==> config.mk <==
export PLATFORM = sky130hd
export DESIGN_NAME = mem_stage_ctrl
export DESIGN_NICKNAME = d
export VERILOG_FILES = /design/src/rtl/mem_stage_ctrl_pkg.sv /design/src/rtl/mem_stage_ctrl_wait_counter.sv /design/src/rtl/mem_stage_ctrl.sv
export SDC_FILE = /design/constraint.sdc
export NUM_CORES = 1
export LEC_CHECK = 0
export ABC_AREA = 1
export BUFFER_PORTS_ARGS = -buffer_cell sky130_fd_sc_hd__clkbuf_2
export CORE_MARGIN = 3
export CORE_UTILIZATION = 43
export CTS_CLUSTER_DIAMETER = 40
export DETAILED_ROUTE_END_ITERATION = 16
export PLACE_DENSITY = 0.81
export RECOVER_POWER = 25
export SLEW_MARGIN = 20
export SYNTH_ARGS = -nofsm -noshare
export SYNTH_HDL_FRONTEND = slang
export SYNTH_SLANG_ARGS = --single-unit
==> constraint.sdc <==
create_clock -name clk -period 1.6 [get_ports clk]
set_clock_uncertainty 0.2 [all_clocks]
set_input_delay 0.16 -clock clk [delete_from_list [all_inputs] [get_ports clk]]
set_output_delay 0.16 -clock clk [all_outputs]
set_load 0.01 [all_outputs]
==> src/rtl/mem_stage_ctrl_pkg.sv <==
`default_nettype none
// ============================================================================
// Module      : mem_stage_ctrl_pkg
// Description : Shared constants for the MEM-stage data-memory initiator:
//               default data/address width, lowest legal data address,
//               wait-counter width and the controller state encodings.
// Revision    : 1.0  initial release
// ============================================================================
package mem_stage_ctrl_pkg;

    localparam int DEF_WORD_LEN  = 32;
    localparam int DEF_DATA_BASE = 1024;

    // Width of the wait-state counter (WAIT_CYCLES is limited to 0..15)
    localparam int CNT_W = 4;

    // Controller state encodings
    localparam logic [1:0] MS_IDLE   = 2'd0;
    localparam logic [1:0] MS_ACCESS = 2'd1;
    localparam logic [1:0] MS_DONE   = 2'd2;

endpackage : mem_stage_ctrl_pkg
`default_nettype wire

==> src/rtl/mem_stage_ctrl_wait_counter.sv <==
`default_nettype none
// ============================================================================
// Module      : mem_wait_counter
// Description : Loadable down-counter with a zero flag. Counts the extra
//               memory wait states of one access; saturates at zero.
// Ports       : clk        in   rising-edge clock
//               rst        in   synchronous active-high reset (count -> 0)
//               i_load     in   load i_load_val (has priority over i_dec)
//               i_load_val in   CNT_W-bit start value
//               i_dec      in   decrement request, ignored at zero
//               o_zero     out  count is zero
// Revision    : 1.0  initial release
// ============================================================================
module mem_wait_counter
    import mem_stage_ctrl_pkg::*;
(
    input  logic             clk,
    input  logic             rst,
    input  logic             i_load,
    input  logic [CNT_W-1:0] i_load_val,
    input  logic             i_dec,
    output logic             o_zero
);

    logic [CNT_W-1:0] r_count;

    always_ff @(posedge clk) begin
        if (rst) begin
            r_count <= '0;
        end else if (i_load) begin
            r_count <= i_load_val;
        end else if (i_dec && (r_count != '0)) begin
            r_count <= r_count - 1'b1;
        end
    end

    assign o_zero = (r_count == '0);

endmodule : mem_wait_counter
`default_nettype wire

==> src/rtl/mem_stage_ctrl.sv <==
`default_nettype none
// ============================================================================
// Module      : mem_stage_ctrl
// Description : MEM-stage initiator for the data memory. Accepts one load or
//               store per instruction, stalls the pipeline until the access
//               completes, inserts WAIT_CYCLES extra memory cycles, drops
//               illegal accesses (flagging acc_err) and registers load data.
// Ports       : clk, rst              clock, synchronous active-high reset
//               MEM_R_EN, MEM_W_EN    load / store request from EX/MEM
//               ALU_result, ST_value  byte address and store data
//               stall                 freeze pipeline registers and PC
//               rdata                 load result, held until next load done
//               done                  one-cycle completion pulse
//               acc_err               sticky illegal-access flag
//               mem_wr_en, mem_rd_en  dataMem strobes
//               mem_addr, mem_wdata   dataMem address / write data
//               mem_rdata             dataMem read data (combinational)
// Revision    : 1.0  initial release
// ============================================================================
module mem_stage_ctrl
    import mem_stage_ctrl_pkg::*;
#(
    parameter int WORD_LEN    = DEF_WORD_LEN,
    parameter int DATA_BASE   = DEF_DATA_BASE,
    parameter int WAIT_CYCLES = 0
) (
    input  logic                clk,
    input  logic                rst,
    input  logic                MEM_R_EN,
    input  logic                MEM_W_EN,
    input  logic [WORD_LEN-1:0] ALU_result,
    input  logic [WORD_LEN-1:0] ST_value,
    output logic                stall,
    output logic [WORD_LEN-1:0] rdata,
    output logic                done,
    output logic                acc_err,
    output logic                mem_wr_en,
    output logic                mem_rd_en,
    output logic [WORD_LEN-1:0] mem_addr,
    output logic [WORD_LEN-1:0] mem_wdata,
    input  logic [WORD_LEN-1:0] mem_rdata
);

    localparam logic [CNT_W-1:0]    C_WAIT = CNT_W'(WAIT_CYCLES);
    localparam logic [WORD_LEN-1:0] C_BASE = WORD_LEN'(DATA_BASE);

    logic [1:0]          r_state;
    logic [WORD_LEN-1:0] r_addr;
    logic [WORD_LEN-1:0] r_wdata;
    logic [WORD_LEN-1:0] r_rdata;
    logic                r_is_store;
    logic                r_acc_err;

    logic w_req;
    logic w_illegal;
    logic w_cnt_zero;
    logic w_cnt_load;
    logic w_in_access;
    logic w_last;

    assign w_req     = MEM_R_EN | MEM_W_EN;
    assign w_illegal = (ALU_result[1:0] != 2'b00) | (ALU_result < C_BASE)
                     | (MEM_R_EN & MEM_W_EN);

    // Counter is armed only for legal accesses; it counts down through ACCESS
    assign w_cnt_load = (r_state == MS_IDLE) & w_req & ~w_illegal;

    mem_wait_counter u_wait_cnt (
        .clk        (clk),
        .rst        (rst),
        .i_load     (w_cnt_load),
        .i_load_val (C_WAIT),
        .i_dec      (r_state == MS_ACCESS),
        .o_zero     (w_cnt_zero)
    );

    // Memory-facing signals are qualified by ~rst so that a reset landing on
    // the final ACCESS cycle can never issue the write.
    assign w_in_access = (r_state == MS_ACCESS) & ~rst;
    assign w_last      = w_in_access & w_cnt_zero;

    always_ff @(posedge clk) begin
        if (rst) begin
            r_state    <= MS_IDLE;
            r_addr     <= '0;
            r_wdata    <= '0;
            r_rdata    <= '0;
            r_is_store <= 1'b0;
            r_acc_err  <= 1'b0;
        end else begin
            case (r_state)
                MS_IDLE: begin
                    if (w_req) begin
                        r_addr     <= ALU_result;
                        r_wdata    <= ST_value;
                        r_is_store <= MEM_W_EN & ~MEM_R_EN;
                        if (w_illegal) begin
                            r_acc_err <= 1'b1;
                            // Any illegal access with a read component
                            // (including R+W conflicts) returns zero.
                            if (MEM_R_EN) begin
                                r_rdata <= '0;
                            end
                            r_state <= MS_DONE;
                        end else begin
                            r_state <= MS_ACCESS;
                        end
                    end
                end
                MS_ACCESS: begin
                    if (w_cnt_zero) begin
                        if (!r_is_store) begin
                            r_rdata <= mem_rdata;
                        end
                        r_state <= MS_DONE;
                    end
                end
                MS_DONE: begin
                    r_state <= MS_IDLE;
                end
                default: begin
                    r_state <= MS_IDLE;
                end
            endcase
        end
    end

    // Stall is raised combinationally in the request cycle so the pipeline
    // freezes before the EX/MEM register can advance.
    assign stall     = ~rst & (((r_state == MS_IDLE) & w_req) | (r_state == MS_ACCESS));
    assign done      = ~rst & (r_state == MS_DONE);
    assign rdata     = r_rdata;
    assign acc_err   = r_acc_err;
    assign mem_rd_en = w_in_access & ~r_is_store;
    assign mem_wr_en = w_last & r_is_store;
    assign mem_addr  = w_in_access ? r_addr  : '0;
    assign mem_wdata = w_in_access ? r_wdata : '0;

endmodule : mem_stage_ctrl
`default_nettype wire

=== Word-level counts from Yosys, hierarchy flattened ===
Cells that the tools add are included.

* Add/subtract/negate cells: 1
* Order comparisons: 1
* Equal/unequal tests: 7
* Multiplexer cells: 12
* Bitwise logic cells: 18
* Reductions and logical operators: 11

{| class="wikitable"
|+ Operator list
! cell !! count
|-
| $mux 32 || 7
|-
| $pmux 32 s2 || 1
|-
| $lt 32x11->1 const B || 1
|-
| $and 1x1->1 || 10
|-
| $ne 2x2->1 const B || 5
|-
| $mux 2 || 3
|-
| $reduce_and 6->1 || 1
|-
| $logic_not 4->1 || 1
|-
| $not 1->1 || 4
|-
| $or 1x1->1 || 4
|-
| $pmux 2 s2 || 1
|-
| $reduce_and 2->1 || 2
|-
| $reduce_bool 2->1 || 2
|-
| $reduce_bool 4->1 || 1
|-
| $sub 4x1->4 const B || 1
|-
| $reduce_and 3->1 || 1
|-
| $eq 2x1->1 const B || 1
|-
| $eq 2x2->1 const B || 1
|-
| $logic_not 2->1 || 1
|-
| $reduce_or 2->1 || 1
|-
| $logic_and 1x1->1 || 1
|}

* Register bits after elaboration: 104
* Output and inout port bits: 101

=== Logic depth before layout (Yosys ltp) ===
* Word-level depth: 6
* Mapped depth: 11
* Gate-level depth less buffers: 10

=== Hierarchy ===
From an unflattened synthesis, not the netlist that was laid out.

* Cell total of the unflattened synthesis: 696
* Area, all modules: 4762.1 um2

{| class="wikitable"
|+ Modules (own cells, without submodules)
! module !! times used !! cells an instance !! area each (um2)
|-
| mem_stage_ctrl || 1 || 655 || 4488.1
|-
| mem_wait_counter || 1 || 41 || 274.0
|}

=== Worst setup path after synthesis ===
Ideal clock, no wire load.

* Path type: register to output
* Start: reg r_state[1]
* End: out stall
* Arrival time: 1.312 ns
* Required time: 1.240 ns
* Setup slack: -0.072 ns
* Stages on the path, launching flop included: 8
* Cell sequence: dfxtp_1 nor2_2 nand2_2 nand2_1 inv_2 buf_2 buf_2 a21oi_1

* Word-level cells in the longest chain between the ends: 4
* Elaborated cells between the ends (all ways): 5

{| class="wikitable"
|+ Ends and longest elaborated chain
! item !! line !! text
|-
| start, declared || mem_stage_ctrl.sv:47 || <nowiki>logic [1:0] r_state;</nowiki>
|-
| start signal, assigned || mem_stage_ctrl.sv:84 || <nowiki>r_state <= MS_IDLE;</nowiki>
|-
| start signal, assigned || mem_stage_ctrl.sv:104 || <nowiki>r_state <= MS_DONE;</nowiki>
|-
| start signal, assigned || mem_stage_ctrl.sv:106 || <nowiki>r_state <= MS_ACCESS;</nowiki>
|-
| $logic_not 2->1 || mem_stage_ctrl.sv:130 || <nowiki>assign stall = ~rst & (((r_state == MS_IDLE) & w_req) | (r_state == MS_ACCESS));</nowiki>
|-
| $and 1x1->1 || mem_stage_ctrl.sv:130 ||
|-
| $or 1x1->1 (*) || mem_stage_ctrl.sv:130 ||
|-
| $and 1x1->1 (*) || mem_stage_ctrl.sv:130 ||
|-
| end, declared || mem_stage_ctrl.sv:33 || <nowiki>output logic stall,</nowiki>
|}

Every way passes the cells marked *; elsewhere a longest branch is shown, timed or not.

=== Worst setup path in the final report ===
* Start: reg r_state[1]
* End: out mem_addr[1]

* Word-level cells in the longest chain between the ends: 3

{| class="wikitable"
|+ Ends and longest elaborated chain
! item !! line !! text
|-
| $eq 2x1->1 || mem_stage_ctrl.sv:79 || <nowiki>assign w_in_access = (r_state == MS_ACCESS) & ~rst;</nowiki>
|-
| $and 1x1->1 || mem_stage_ctrl.sv:79 ||
|-
| $mux 32 || mem_stage_ctrl.sv:136 || <nowiki>assign mem_addr = w_in_access ? r_addr : '0;</nowiki>
|-
| end, declared || mem_stage_ctrl.sv:39 || <nowiki>output logic [WORD_LEN-1:0] mem_addr,</nowiki>
|}

No other way between the ends.

==> metrics.md <==
| Metric | Value |
|---|---|
| Worst Setup Path Type | `reg2out` |
| Yosys top cell by area | `dfxtp_1` |
| Clock Power Share | `0.264` |
| Pwr Density | `818.8 nW/µm²` |
| Int Pwr | `0.004575 W` |
| CTS Root Cell | `clkbuf_8` |
| Synthesized area per cell | `6.766 µm²` |
| Worst setup EP type | `output pin` |
| Synth-to-Final Area Change | `84.03%` |
| Status | `finished with violations` |
| Synth top area share | `0.4613` |
| Worst Path Max Fanout | `6` |
| # DRC | `0` |
| Combinational power share | `0.296` |
| Longest Clk Path Bufs | `2` |
| GRT Total Usage | `0.2784` |
| # diodes | `0` |
| Final antenna-violating net count | `0` |
| Hold WS | `64.84 ps` |
| Num rows | `36` |
| Starting Density | `0.4513` |
| Vias per cell | `5.159` |
| Core Footprint | `10000 µm²` |
| Warnings, synthesis | `0` |
| DRT Wirelength | `19640 µm` |
| Clock transition at path regs | `110 ps` |
| FMAX | `508.2 MHz` |
| Crit path DAT | `1610 ps` |
| DP Wirelength | `8897 µm` |
| Overflow after GRT | `0` |
| Hold depth | `5` |
| Die Height | `108.4 µm` |
| Top Ports | `201` |
| VDD IR-drop max | `0.4989 mV` |
| Die W | `108.4 µm` |
| CP required | `1240 ps` |
| Synth cell types | `24` |
| CTS tree | `done` |
| # fillers | `557` |
| Final setup fails | `166` |
| Flop pwr share | `0.439` |
| Worst Setup Start Kind | `register` |
| Pwr Total | `0.006800 W` |
| Final-report hold violation count | `0` |
| Routed WL per cell | `17.31 µm` |
| CTS buffer count | `9` |
| Layout Nets | `1098` |
| Net Switching | `0.002226 W` |
| Fraction of the yosys area taken by sequential cells | `0.4613` |
| Setup ws final | `-367.7 ps` |
| Syn nets | `768` |
| Max Slew Vio Count | `0` |
| Layout cell share with drive strength beyond 1 | `0.4002` |
| Failing checks | `negative setup slack` |
| Worst Tran Pin Value | `496.4 ps` |
| Synth area leaders | `dfxtp_1 46%, nor2_1 12%, a21oi_1 10%, inv_1 8.1%, nand2_1 6.9%` |
| Clk sinks | `104` |
| Worst-Skew Late Latency | `360 ps` |
| Setup WS pre-CTS | `-82.38 ps` |
| Initial antenna violation count | `0` |
| Max-slew headroom at the worst pin | `0.6690` |
| Routability cong. | `0.7763` |
| Final period util | `1.230` |
| Post-Synthesis Cells | `667` |
| Worst hold path class | `in2reg` |
| Largest net degree at the start of global routing | `99` |
| RSZ-0062 raised after global routing | `yes` |
| Final Util | `0.8306` |
| H-tree depth | `3` |
| Iteration-0 DRC Markers | `489` |
| First-pass GRT wire length | `26080 µm` |
| MaxCap Viol Count | `0` |
| IO buf count | `200` |
| Vias after detailed routing | `5856` |
| Cell Area, Synth | `4513 µm²` |
| Die area | `11760 µm²` |
| Fin crit period | `1968 ps` |
| Seq cells post-synth | `104` |
| Sw Share | `0.3273` |
| Reg2reg path depth | `10` |
| Drt pass-1 iters | `5` |
| Lkg Pwr | `3.848 nW` |
| Vias in the first global route | `5494` |
synth_stat cells:
| cell | number |
|---|---|
| a21oi_1 | 91 |
| a21oi_4 | 1 |
| buf_2 | 20 |
| buf_4 | 1 |
| clkbuf_1 | 23 |
| clkinv_1 | 1 |
| dfxtp_1 | 104 |
| ha_1 | 1 |
| inv_1 | 97 |
| inv_2 | 1 |
| nand2_1 | 83 |
| nand2_2 | 2 |
| nand3_1 | 24 |
| nand3_2 | 1 |
| nor2_1 | 140 |
| nor2_2 | 1 |
| nor2_4 | 1 |
| nor3_1 | 2 |
| nor4_1 | 1 |
| o21ai_0 | 54 |
| o21ai_1 | 14 |
| o21ai_2 | 1 |
| or2_0 | 1 |
| or2_2 | 2 |
power groups by stage:
stage | Combinational [W] | Clock, W | Sequential (W)
2_1_floorplan | 0.000698 | 0 | 0.00305
3_3_place_gp | 0.00117 | 0 | 0.00301
3_5_place_dp | 0.00118 | 0 | 0.00302
4_1_cts | 0.00162 | 0.00178 | 0.00296
5_1_grt | 0.00217 | 0.00189 | 0.00301
6_report | 0.00201 | 0.00180 | 0.00299
layer usage:
| layer | wire (µm) | global-route usage | part of all wire | vias to the layer above |
|---|---|---|---|---|
| li1 | - | - | - | 2753 |
| met1 | 7244 | 0.3121 | 0.37 | 2681 |
| met4 | 1071 | 0.1289 | 0.055 | 0 |
| met2 | 10050 | 0.5093 | 0.51 | 323 |
| met3 | 1275 | 0.04776 | 0.065 | 99 |
| met5 | 0 | 0 | 0 | - |
critical path, cell delays in order, from the launching register on:
cell	delay (ps)
dfxtp_4	380
nor2_4	200
buf_6	150
nand2_8	100
buf_12	180
nor2_4	110
buf_6	120
placed cells by master, fill, tap and decap left out, drive strengths merged:
master       count
nor4             1
a21oi           92
clkbuf         191
clkinv           3
ha               1
nand3           25
dfxtp          104
nand2           86
dlygate4sd3     97
inv            102
nor2           142
bufinv           1
buf             83
nor3             2
o21ai           69
or2              3
worst paths after layout:
| check | from | to | slack, ps |
|---|---|---|---|
| setup / recovery | r_state[1] | mem_addr[1] | -370 |
| hold / removal | MEM_W_EN | r_is_store | 60 |
| setup reg to reg | r_state[1] | rdata[23] | -340 |
| hold reg to reg | r_addr[12] | r_addr[12] | 270 |
layout make-up:
class / instances / area (µm²) / area share
clock buffer: 9 / 123.9 / 0.01491
clock inverter: 7 / 87.58 / 0.01055
inverter: 99 / 376.6 / 0.04534
multi-input combinational: 421 / 2426 / 0.2921
sequential: 104 / 2087 / 0.2513
tap: 133 / 166.4 / 0.02004
timing repair buffer: 362 / 3038 / 0.3658
repair_timing:
item	in CTS	in global routing
resized for setup	126	160
buffers inserted	12	4
cloned	10	11
hold buffers	97	0
setup endpoints to repair	127	169
pin swaps	12	13
hold endpoints to repair	100	0
metrics by stage:
| step | instance area, µm² | instances | setup TNS (ps) |
|---|---|---|---|
| 5_1_grt | 8305 | 1135 | -46920 |
| 3_5_place_dp | 5859 | 991 | -2094 |
| 3_3_place_gp | 5859 | 991 | -228.4 |
| 2_1_floorplan | 4529 | 667 | -214.1 |
| 4_1_cts | 7656 | 1124 | -27000 |
| 6_report | 8305 | 1135 | -34700 |
cell families (layout without fill, tap and decap cells):
kind of cell / after synthesis / in the layout / share of synthesized area
adders and majority gates: 1 / 1 / 0.002772
and+or+nand+nor: 258 / 259 / 0.2287
buffers and inverters: 143 / 477 / 0.1253
DFF: 104 / 104 / 0.4613
AOI/OAI and AO/OA: 161 / 161 / 0.1819
state kept, by name (all words and copies together), names as in the netlist:
| name | cells |
|---|---|
| acc_err | 1 |
| r_addr | 32 |
| r_is_store | 1 |
| r_state | 2 |
| r_wdata | 32 |
| rdata | 32 |
| u_wait_cnt.r_count | 4 |
(Power assumes the default switching activity.)
